## src/rtl/des_pkg.sv

```systemverilog
// Shared types and helpers for the deserializer lane arbiter.
package des_pkg;

    typedef enum logic [1:0] {
        IDLE  = 2'd0,
        SHIFT = 2'd1,
        HOLD  = 2'd2
    } state_t;

    localparam int DATA_W_DEFAULT = 8;

    // The round-robin search is written for a fixed maximum channel count so it
    // can live in the package; callers zero-extend their request vector.
    localparam int RR_MAX_CH = 32;
    localparam int RR_IDX_W  = 5;

    typedef struct packed {
        logic                found;
        logic [RR_IDX_W-1:0] idx;
    } rr_pick_t;

    // First requesting channel in the order last+1, last+2, ... modulo n_ch.
    // The loop walks the search order backwards so the nearest hit overwrites.
    function automatic rr_pick_t rr_pick(input logic [RR_MAX_CH-1:0] req,
                                         input logic [RR_IDX_W-1:0]  last,
                                         input int                   n_ch);
        rr_pick_t            pick;
        logic [RR_IDX_W-1:0] cand;
        pick = '0;
        for (int i = RR_MAX_CH; i >= 1; i--) begin
            if (i <= n_ch) begin
                cand = RR_IDX_W'((int'(last) + i) % n_ch);
                if (req[cand]) begin
                    pick.found = 1'b1;
                    pick.idx   = cand;
                end
            end
        end
        return pick;
    endfunction

endpackage

```

## src/rtl/des_lane_arbiter_if.sv

```systemverilog
// Requester, grant and word-output bundle of the deserializer lane arbiter.
interface des_lane_arbiter_if
    import des_pkg::*;
#(
    parameter int N_CH   = 4,
    parameter int DATA_W = DATA_W_DEFAULT
);
    localparam int CH_W = $clog2(N_CH);

    logic [N_CH-1:0]   ch_req;
    logic [N_CH-1:0]   ch_serial;
    logic [N_CH-1:0]   ch_gnt;
    logic [DATA_W-1:0] out_data;
    logic [CH_W-1:0]   out_ch;
    logic              out_valid;
    logic              out_ready;
    logic              busy;

    modport slave (
        input  ch_req, ch_serial, out_ready,
        output ch_gnt, out_data, out_ch, out_valid, busy
    );

    modport master (
        output ch_req, ch_serial, out_ready,
        input  ch_gnt, out_data, out_ch, out_valid, busy
    );
endinterface

```

## src/rtl/des_shift_core.sv

```systemverilog
// Serial capture register with its bit counter; bit 0 lands first (LSB first).
module des_shift_core
    import des_pkg::*;
#(
    parameter int DATA_W = DATA_W_DEFAULT
)(
    input  logic              clk,
    input  logic              reset_n,
    input  logic              clear,
    input  logic              sample_en,
    input  logic              bit_in,
    output logic [DATA_W-1:0] word,
    output logic              last_bit
);
    localparam int CNT_W = $clog2(DATA_W);

    logic [CNT_W-1:0] cnt;

    // Counter is cleared on entry to a transfer and otherwise steps once per sampled bit.
    always_ff @(posedge clk) begin
        if (!reset_n) begin
            cnt  <= '0;
            word <= '0;
        end else if (clear) begin
            cnt  <= '0;
            word <= '0;
        end else if (sample_en) begin
            word[cnt] <= bit_in;
            cnt       <= cnt + 1'b1;
        end
    end

    assign last_bit = (cnt == CNT_W'(DATA_W - 1));

endmodule

```

## src/rtl/des_lane_arbiter.sv

```systemverilog
// Round-robin owner of a single serial-to-parallel lane shared by N_CH requesters.
module des_lane_arbiter
    import des_pkg::*;
#(
    parameter int N_CH   = 4,
    parameter int DATA_W = DATA_W_DEFAULT
)(
    input  logic               clk,
    input  logic               reset_n,
    des_lane_arbiter_if.slave  bus
);
    localparam int CH_W = $clog2(N_CH);

    state_t            state;
    state_t            state_nx;
    logic [CH_W-1:0]   sel;
    logic [CH_W-1:0]   last_ptr;
    logic [N_CH-1:0]   gnt_nx;
    logic              valid_nx;
    logic              grant_en;
    logic              capture_en;
    logic              sample_en;
    logic              core_clear;
    logic              bit_in;
    logic              last_bit;
    logic [DATA_W-1:0] core_word;
    rr_pick_t          pick;

    // Next requester after the last served one.
    always_comb pick = rr_pick(RR_MAX_CH'(bus.ch_req), RR_IDX_W'(last_ptr), N_CH);

    // Only the granted channel's serial bit reaches the datapath.
    assign bit_in = bus.ch_serial[sel];

    des_shift_core #(.DATA_W(DATA_W)) u_core (
        .clk       (clk),
        .reset_n   (reset_n),
        .clear     (core_clear),
        .sample_en (sample_en),
        .bit_in    (bit_in),
        .word      (core_word),
        .last_bit  (last_bit)
    );

    // State register.
    always_ff @(posedge clk) begin
        if (!reset_n) state <= IDLE;
        else          state <= state_nx;
    end

    // Next state and next values of the registered outputs.
    always_comb begin
        state_nx   = state;
        gnt_nx     = bus.ch_gnt;
        valid_nx   = bus.out_valid;
        grant_en   = 1'b0;
        capture_en = 1'b0;
        sample_en  = 1'b0;
        core_clear = 1'b0;
        case (state)
            IDLE: begin
                if (pick.found) begin
                    state_nx   = SHIFT;
                    grant_en   = 1'b1;
                    core_clear = 1'b1;
                    gnt_nx     = N_CH'(1) << pick.idx;
                end
            end
            SHIFT: begin
                sample_en = 1'b1;
                if (last_bit) begin
                    capture_en = 1'b1;
                    gnt_nx     = '0;
                    valid_nx   = 1'b1;
                    state_nx   = HOLD;
                end
            end
            HOLD: begin
                if (bus.out_valid && bus.out_ready) begin
                    valid_nx = 1'b0;
                    state_nx = IDLE;
                end
            end
            default: begin
                state_nx = IDLE;
                gnt_nx   = '0;
                valid_nx = 1'b0;
            end
        endcase
    end

    // Output, selection and pointer registers; the final bit bypasses the core
    // so the word is complete on the same edge it is sampled.
    always_ff @(posedge clk) begin
        if (!reset_n) begin
            bus.ch_gnt    <= '0;
            bus.out_valid <= 1'b0;
            bus.out_data  <= '0;
            bus.out_ch    <= '0;
            bus.busy      <= 1'b0;
            sel           <= '0;
            last_ptr      <= CH_W'(N_CH - 1);
        end else begin
            bus.ch_gnt    <= gnt_nx;
            bus.out_valid <= valid_nx;
            bus.busy      <= (state_nx != IDLE);
            if (grant_en) begin
                sel <= CH_W'(pick.idx);
            end
            if (capture_en) begin
                bus.out_data <= {bit_in, core_word[DATA_W-2:0]};
                bus.out_ch   <= sel;
                last_ptr     <= sel;
            end
        end
    end

endmodule

```

## src/flat_wrapper.sv

```systemverilog
// flat-port wrapper written by rule: the top's interface ports become plain ports
module des_lane_arbiter_flat import des_pkg::*;
#(
    parameter int N_CH   = 4,
    parameter int DATA_W = DATA_W_DEFAULT
)
  (clk, reset_n, bus_ch_req, bus_ch_serial, bus_out_ready, bus_ch_gnt, bus_out_data, bus_out_ch, bus_out_valid, bus_busy);
  des_lane_arbiter_if #(.N_CH(N_CH), .DATA_W(DATA_W)) bus_i ();
  input  logic clk;
  input  logic reset_n;
  input wire logic [$bits(bus_i.ch_req)-1:0] bus_ch_req;
  input wire logic [$bits(bus_i.ch_serial)-1:0] bus_ch_serial;
  input wire logic [$bits(bus_i.out_ready)-1:0] bus_out_ready;
  output wire logic [$bits(bus_i.ch_gnt)-1:0] bus_ch_gnt;
  output wire logic [$bits(bus_i.out_data)-1:0] bus_out_data;
  output wire logic [$bits(bus_i.out_ch)-1:0] bus_out_ch;
  output wire logic [$bits(bus_i.out_valid)-1:0] bus_out_valid;
  output wire logic [$bits(bus_i.busy)-1:0] bus_busy;
  assign bus_i.ch_req = bus_ch_req;
  assign bus_i.ch_serial = bus_ch_serial;
  assign bus_i.out_ready = bus_out_ready;
  assign bus_ch_gnt = bus_i.ch_gnt;
  assign bus_out_data = bus_i.out_data;
  assign bus_out_ch = bus_i.out_ch;
  assign bus_out_valid = bus_i.out_valid;
  assign bus_busy = bus_i.busy;
  des_lane_arbiter #(.N_CH(N_CH), .DATA_W(DATA_W)) u_core (.clk(clk), .reset_n(reset_n), .bus(bus_i));
endmodule
```

## config.mk

```make
export PLATFORM = sky130hd
export DESIGN_NAME = des_lane_arbiter_flat
export DESIGN_NICKNAME = d
export VERILOG_FILES = /design/src/rtl/des_pkg.sv /design/src/rtl/des_lane_arbiter_if.sv /design/src/rtl/des_shift_core.sv /design/src/rtl/des_lane_arbiter.sv /design/src/flat_wrapper.sv
export SDC_FILE = /design/constraint.sdc
export NUM_CORES = 1
export LEC_CHECK = 0
export ABC_CLOCK_PERIOD_IN_PS = 1900
export CORE_MARGIN = 3
export CORE_UTILIZATION = 43
export CTS_CLUSTER_DIAMETER = 200
export DETAILED_ROUTE_END_ITERATION = 10
export PLACE_DENSITY = 0.73
export REMOVE_ABC_BUFFERS = 1
export SYNTH_ARGS = -nofsm -noshare
export SYNTH_HDL_FRONTEND = slang
export SYNTH_SLANG_ARGS = --single-unit
export TNS_END_PERCENT = 30
```

## constraint.sdc

```tcl
create_clock -name clk -period 1.9 [get_ports clk]
set_input_delay 0.475 -clock clk [delete_from_list [all_inputs] [get_ports clk]]
set_output_delay 0.475 -clock clk [all_outputs]
set_load 0.02 [all_outputs]
```

==> flow_summary.yaml, run 1 <==
cells_and_area:
  final_common_cell: "dfxtp_1"
  drive_above_1_share: 0.109
  num-nets-final: 197
  area_growth_pct: 30.0
  diodes: 0
  layout_common_cells: "dfxtp_1 (32), nand2_1 (27), clkdlybuf4s50_1 (26)"
  utilization: 0.612
  final_cells: 226
place:
  gp_congestion: 0.739
  io_buffers: 26
  hpwl_mm: 2.03
  place_inst: 219
sta:
  finalHoldViolCount: 0
  rsz0062_at_grt: "no"
  worstMarginPinSlew_ns: 0.406
  fmax_ghz: 0.566
  min_period_over_period: 0.929
  slew_headroom: 0.726
  setup_viol: 0
  holdWs_ns: 0.449
  min_period_ns: 1.77
  drv_slew: 0
  fin_skew_ns: 0.00562
floorplanning:
  dieArea_um2: 3890
  die_width_um: 62.3
  die_h_um: 62.3
  initial_core_util: 0.471
  io_pins: 27
  rows: 19
  core-area_um2: 2900
setup_path:
  crit_required_ns: 1.42
  cp.depth: 1
  startpoint_type: "flop"
  critPathKind: "flop to primary output"
  worst-path-max-fanout: 3
  reg2reg_to: "u_core.bus.out_ch[0]"
  worst_ep_arrival_time_ns: 1.29
  startpoint: "u_core.bus.out_valid"
  cpLargestDelayFamily: "buffers and inverters"
  setup.worst_path.end_class: "primary output"
  max_stage_delay_ns: 0.61
  worstPathCellList: "clkdlybuf4s50_1"
  endpoint: "bus_out_valid"
  reg2reg_from: "u_core.u_core.cnt[0]"
  ff2ff_path_depth: 5
  worst-path-buf-inv: 1
  ff2ff_setup_slack_ns: 0.30
  slowest_stage: "clkdlybuf4s50_1"
power:
  p_int_uw: 971
  power_density_nw_per_um2: 713
  p_switching_uw: 294
  pwr-share-seq: 0.550
  swShare: 0.232
  pwr-share-comb: 0.114
  peakVddDrop_v: 0.000543
  clkPwrFrac: 0.337
  leakage_nw: 0.684
grt:
  grt.total_usage: 0.152
  first_global_vias: 1050
  grt_pass1_wl_mm: 4.75
  antenna_found_initial: 0
  grt_max_degree: 21
  gr-total-overflow: 0
run_status:
  status: "finished, final reports clean"
logic_synthesis:
  synth_area_um2: 1370
  yosys_warnings: 0
  syn_area_per_cell_um2: 9.22
  yosysTopAreaCell: "dfxtp_1"
  synth.distinct_cells: 31
  syn-instance-count: 148
  yosysSeqAreaShare: 0.469
  synth-seq-cells: 32
  synth_area_leaders: "dfxtp_1 (47%), nand2_1 (7.4%), mux2i_1 (7.3%), a21boi_1 (6.0%), nand3_1 (3.7%)"
  yosysTopAreaCellShare: 0.469
clock_tree:
  cts_setup_buffers: 0
  htreeDepth: 2
  cts_repair_resize_count: 0
  cts_num_sinks: 32
  numCtsBuffers: 5
  ctsHoldBuffers: 0
  cts_tree: "done"
  clk_pin_slew_ns: 0.09
  worstSkewPairLatency_ns: 0.33
  cts_buffer_depth: 2
  root_buffer: "clkbuf_4"
drt:
  drtAntennaViolNets: 0
  num_vias: 1130
  wire_per_inst_um: 11.9
  dr.pass1.iters: 4
  drc: 0
  drt-total-wl_mm: 2.70
  vias_per_cell: 5.00
  drtIter0Drc: 41
flow_run:
  cap_violations: 0
worst_hold_path:
  hold_class: "flop to flop"
synthesized netlist by cell type, drive strengths merged:
master / count
nor2b: 3
o22a: 1
a21o: 1
o22ai: 4
ha: 2
nand4b: 2
mux2i: 10
a21boi: 13
mux4: 1
nand3: 10
buf: 5
or2: 1
a21oi: 2
o21a: 2
nor4: 1
nor3b: 1
nand2: 27
nand3b: 5
dfxtp: 32
a31oi: 1
nor3: 1
and2: 1
xnor2: 1
clkbuf: 2
nor2: 11
nand2b: 4
o21ai: 4
routing by layer:
metal  track usage  routed length (um)  share of wire
met5             0                   0              0
met4        0.0413                  36          0.013
met3        0.0541                 186          0.069
met2         0.246                1240           0.46
met1         0.191                1230           0.46
stage by stage:
step           worst slack [ns]  area, um^2  total power [mW]  setup TNS [ns]
2_1_floorplan             0.245        1320             0.779               0
3_3_place_gp            -0.0593        1710             0.852          -0.387
3_5_place_dp            -0.0734        1710             0.855          -0.490
4_1_cts                   0.119        1770              1.28               0
5_1_grt                  0.0813        1770              1.33               0
6_report                  0.134        1770              1.26               0
flip-flops by register name, indices dropped and copies added, names as in the netlist:
name,count
u_core.bus.out_ch,2
u_core.bus.ch_gnt,4
u_core.bus.out_data,8
u_core.bus.out_valid,1
u_core.bus.busy,1
u_core.sel,2
u_core.last_ptr,2
u_core.u_core.cnt,3
u_core.state,2
u_core.u_core.word,7
cell families (layout without fill, tap and decap cells):
kind of cell,count (synthesis),in the layout,synth area share
XOR/XNOR,1,1,0.00642
adder cells (fa/ha/maj),2,2,0.0183
AND/OR/NAND/NOR,67,67,0.245
flip-flops,32,32,0.469
buffers and inverters,7,43,0.0321
AO/OA/AOI/OAI,28,28,0.139
multiplexers,11,11,0.0898
power groups by stage:
stage               Clock (mW)  Sequential [mW]  Combinational (mW)
finish                   0.426            0.695               0.144
global route             0.473            0.699               0.156
CTS                      0.439            0.695               0.145
detailed placement           0            0.711               0.144
global placement             0            0.711               0.141
floorplan                    0            0.717              0.0619
worst min-delay path by stage:
stage	startpoint	endpoint	slack (ns)	cells after the start
after floorplan	u_core.u_core.word[1]	u_core.bus.out_data[1]	0.43	2
after global placement	u_core.bus.out_data[0]	u_core.bus.out_data[0]	0.44	2
after detailed placement	u_core.bus.out_data[0]	u_core.bus.out_data[0]	0.45	2
after CTS	u_core.bus.out_data[0]	u_core.bus.out_data[0]	0.46	2
after global routing	u_core.bus.out_data[1]	u_core.bus.out_data[1]	0.48	2
final	u_core.u_core.word[0]	u_core.bus.out_data[0]	0.45	2
final cells by class:
| class | count | area, um^2 |
|---|---|---|
| Clock buffer | 7 | 65.1 |
| Fill cell | 276 | 1130 |
| Multi-Input combinational cell | 109 | 681 |
| Sequential cell | 32 | 641 |
| Tap cell | 42 | 52.6 |
| Timing Repair Buffer | 36 | 335 |
No activity file was read; power rests on OpenSTA's default activity.
==> inputs of run 2 (changes only) <==
- CELL_PAD_IN_SITES_DETAIL_PLACEMENT: not set -> 0
- CELL_PAD_IN_SITES_GLOBAL_PLACEMENT: not set -> 1
- CORE_UTILIZATION: 43 -> 38
- PLACE_DENSITY: 0.73 -> 0.83
==> flow_summary.yaml, run 2 (synthesis results as in run 1) <==
clock_tree:
  numCtsBuffers: 5
  worstSkewPairLatency_ns: 0.32
  root_buffer: "clkbuf_4"
  cts_tree: "done"
  cts_num_sinks: 32
  clk_pin_slew_ns: 0.09
  ctsHoldBuffers: 0
  cts_buffer_depth: 2
  cts_repair_resize_count: 0
  htreeDepth: 2
  cts_setup_buffers: 0
setup_path:
  critPathKind: "flop to primary output"
  worstPathCellList: "clkdlybuf4s50_1"
  slowest_stage: "clkdlybuf4s50_1"
  startpoint_type: "flop"
  cpLargestDelayFamily: "buffers and inverters"
  reg2reg_from: "u_core.u_core.cnt[0]"
  max_stage_delay_ns: 0.62
  ff2ff_path_depth: 5
  cp.depth: 1
  reg2reg_to: "u_core.bus.ch_gnt[3]"
  worst_ep_arrival_time_ns: 1.29
  crit_required_ns: 1.42
  setup.worst_path.end_class: "primary output"
  worst-path-max-fanout: 2
  ff2ff_setup_slack_ns: 0.32
  worst-path-buf-inv: 1
power:
  p_switching_uw: 297
  pwr-share-seq: 0.495
  leakage_nw: 0.694
  peakVddDrop_v: 0.000844
  clkPwrFrac: 0.404
  p_int_mw: 1.11
  swShare: 0.211
  pwr-share-comb: 0.101
  power_density_nw_per_um2: 779
sta:
  setup_viol: 0
  finalHoldViolCount: 0
  setup_tns_ns: 0
  min_period_ns: 1.77
  worstMarginPinSlew_ns: 0.431
  holdWs_ns: 0.453
  rsz0062_at_grt: "no"
  drv_slew: 0
  min_period_over_period: 0.929
  fin_skew_ns: 0.0100
  fmax_ghz: 0.567
  slew_headroom: 0.710
grt:
  grt.total_usage: 0.146
  first_global_vias: 1087
  grt_max_degree: 14
  grt_pass1_wl_mm: 4.85
  antenna_found_initial: 0
  gr-total-overflow: 0
flow_run:
  cap_violations: 0
floorplanning:
  die_width_um: 65.9
  core-area_um2: 3390
  initial_core_util: 0.403
  rows: 21
  die_h_um: 65.9
  dieArea_um2: 4350
  io_pins: 27
place:
  place_inst: 222
  placed_area_um2: 1710
  hpwl_mm: 2.11
  io_buffers: 26
  gp_congestion: 0.730
drt:
  num_vias: 1142
  dr.pass1.iters: 4
  drt-total-wl_mm: 2.82
  drc: 0
  drtIter0Drc: 47
  drtAntennaViolNets: 0
  wire_per_inst_um: 12.3
  vias_per_cell: 4.97
cells_and_area:
  num-nets-final: 196
  largest_register_ff_count: 8
  final_cells: 230
  diodes: 0
  utilization: 0.533
  stdcell_area_um2: 1810
  area_growth_pct: 32.4
  final_common_cell: "dfxtp_1"
  reg.largest.list: "u_core.bus.out_data (8), u_core.u_core.word (7), u_core.bus.ch_gnt (4)"
  drive_above_1_share: 0.114
  regMostFlops: "u_core.bus.out_data"
  layout_common_cells: "dfxtp_1 (32), nand2_1 (27), clkdlybuf4s50_1 (26)"
worst_hold_path:
  holdPathStages: 2
  worstHoldStart: "u_core.bus.out_ch[0]"
  hold_class: "flop to flop"
  worstHoldEndpoint: "u_core.bus.out_ch[0]"
run_status:
  status: "finished, final reports clean"
[run 2: changes by cell type in the layout (fill, tap and decap cells not counted)]
cell | before | now
buf_4 | 10 | 9
bufinv_16 | 0 | 1
nor3_1 | 1 | 0
nor3_2 | 0 | 1
[run 2: power groups by stage]
stage	clock network (mW)	logic, mW	registers (mW)
finish	0.569	0.142	0.696
global route	0.617	0.155	0.699
CTS	0.591	0.142	0.697
detailed placement	0	0.141	0.712
global placement	0	0.139	0.711
floorplan	0	0.0619	0.717
[run 2: final cells by class]
cell class	instances	area (um^2)
tap	46	57.6
timing repair buffer	35	328
sequential	32	641
clock buffer	7	65.1
multi-input combinational	109	686
clock inverter	1	30.0
fill	314	1580
[run 2: tightest hold or removal path: cells and delay by family (launching register included)]
kind,cells,cell delay [ns]
AO/OA/AOI/OAI,1,0.05
AND/OR/NAND/NOR,1,0.05
flip-flops,1,0.31
[run 2: routing by layer]
metal  up-vias  track usage  wire length, um
met1       528        0.178             1370
met4         0       0.0381               26
met2        23        0.244             1300
met3         3       0.0510              132
li1        588            -                -
met5         -            0                0
[run 2: worst max path at each step]
stage	slack (ns)	endpoint	startpoint
after global routing	0.07	bus_out_data[0]	u_core.bus.out_data[0]
after floorplan	0.25	u_core.u_core.cnt[0]	bus_ch_req[2]
final	0.13	bus_out_data[1]	u_core.bus.out_data[1]
after detailed placement	-0.28	u_core.u_core.cnt[1]	bus_ch_req[1]
after global placement	-0.24	u_core.u_core.word[6]	bus_ch_req[1]
after CTS	0.06	u_core.u_core.word[3]	bus_ch_req[1]
[run 2: through the flow]
stage | power, mW | setup WS (ns)
finish | 1.41 | 0.135
global route | 1.47 | 0.0680
CTS | 1.43 | 0.0568
detailed placement | 0.854 | -0.277
global placement | 0.851 | -0.242
floorplan | 0.779 | 0.245
==> variant (settings of run 2) <==
Set the package constant `RR_IDX_W` to 7 (it was 5).
--- a/src/rtl/des_pkg.sv
+++ b/src/rtl/des_pkg.sv
@@ -12,7 +12,7 @@
     // The round-robin search is written for a fixed maximum channel count so it
     // can live in the package; callers zero-extend their request vector.
     localparam int RR_MAX_CH = 32;
-    localparam int RR_IDX_W  = 5;
+    localparam int RR_IDX_W  = 7;
 
     typedef struct packed {
         logic                found;
Function: kept (Yosys induction, for registers that start in step).
==> variant against run 2 <==
- utilization up 1.7 points
- design area decreased by 2.5%
- hold slack gained 0.0035 ns
- sequential cell count unchanged
- combinational power decreased by 11%
- wire length is 2.3% higher
- area after synthesis is 2.3% lower
- power down 5.4%
- setup slack worse by 0.027 ns
- critical path type unchanged
==> variant: results (changes against run 2) <==
- Tightest hold margin: 0.457 ns (was 0.453 ns)
- GR Layer Usage met2: 0.248 (was 0.244)
- Gate Count Post-Synth: 147 (was 148)
- Share of cells above drive strength 1: 0.124 (was 0.114)
- R2r endpoint: u_core.bus.busy (was u_core.bus.ch_gnt[3])
- Portion of netlist area occupied by mux cells: 0.0769 (was 0.0898)
- WL met3: 183 µm (was 132 µm)
- Skew-Pair Late Insertion Delay: 0.34 ns (was 0.32 ns)
- Switching pwr: 305 µW (was 297 µW)
- Combinational power share: 0.095 (was 0.101)
- Pre-CTS setup slack: -0.170 ns (was -0.277 ns)
- Final Total Pwr: 1.33 mW (was 1.41 mW)
- Part of the power in registers: 0.522 (was 0.495)
- GP Congestion: 0.728 (was 0.730)
- Global-route wire length before repair: 5.23 mm (was 4.85 mm)
- Number of global-route vias before repair: 1,148 (was 1,087)
- Initial DRC count: 54 (was 47)
- Sequential area share after synthesis: 0.480 (was 0.469)
- Met2 WL: 1.33 mm (was 1.30 mm)
- Pin count of the biggest net entering global routing: 14 (unchanged)
- Adder-cell share of the synthesized area: 0.0188 (was 0.0183)
- # fillers: 321 (was 314)
- Nets@finish: 197 (was 196)
- Biggest fanout along the worst timing path: 3 (was 2)
- Worst Setup SP: u_core.bus.out_valid (was u_core.bus.out_data[1])
- Synth Area in Compound Gates: 0.153 (was 0.139)
- GR Util met1: 0.193 (was 0.178)
- DRT Pass-1 Iters: 5 (was 4)
- Placed cell count: 221 (was 222)
- Outcome: complete, no violations (unchanged)
- CP arrival: 1.32 ns (was 1.29 ns)
- Hold path endpoint: u_core.bus.out_data[3] (was u_core.bus.out_ch[0])
- Pleak: 0.680 nW (was 0.694 nW)
- Maximum vdd drop: 0.000351 V (was 0.000844 V)
- M1 WL: 1.32 mm (was 1.37 mm)
- Drt wl/cell: 12.6 µm (was 12.3 µm)
- Hpwl dp: 2.23 mm (was 2.11 mm)
- Clk_skew: 0.00947 ns (was 0.0100 ns)
- Via count: 1,159 (was 1,142)
- CP endpoint: bus_out_valid (was bus_out_data[1])
- Commonest cells post-synth: 32 x dfxtp_1, 27 x nand2_1, 16 x a21oi_1 (was 32 x dfxtp_1, 27 x nand2_1, 11 x a21boi_1, 11 x nor2_1)
- Post-DP Area: 1690 µm² (was 1710 µm²)
- Final Worst Setup Slack: 0.107 ns (was 0.135 ns)
-- variant: cell count changes after synthesis, moves of 3 or more --
cell      change
nor2_1        +3
a21boi_1     -11
a21oi_1      +14
nand3b_1      -3
o22ai_1       -4
nand3_1       -5
-- variant: area by class of cell --
class | count | area (µm²) | area share
Timing Repair Buffer | 34 | 320 | 0.182
Clock buffer | 6 | 41.3 | 0.0234
Multi-Input combinational cell | 109 | 662 | 0.376
Tap cell | 44 | 55.1 | 0.0312
Sequential cell | 32 | 641 | 0.364
Inverter | 2 | 7.51 | 0.00426
Clock inverter | 2 | 35.0 | 0.0199
-- variant: worst reg2reg max path, delay by kind of cell, from the launching register on --
family / cells / cell delay, ns
and+or+nand+nor: 2 / 0.48
AOI/OAI and AO/OA: 1 / 0.24
DFF: 1 / 0.39
adders and majority gates: 2 / 0.45
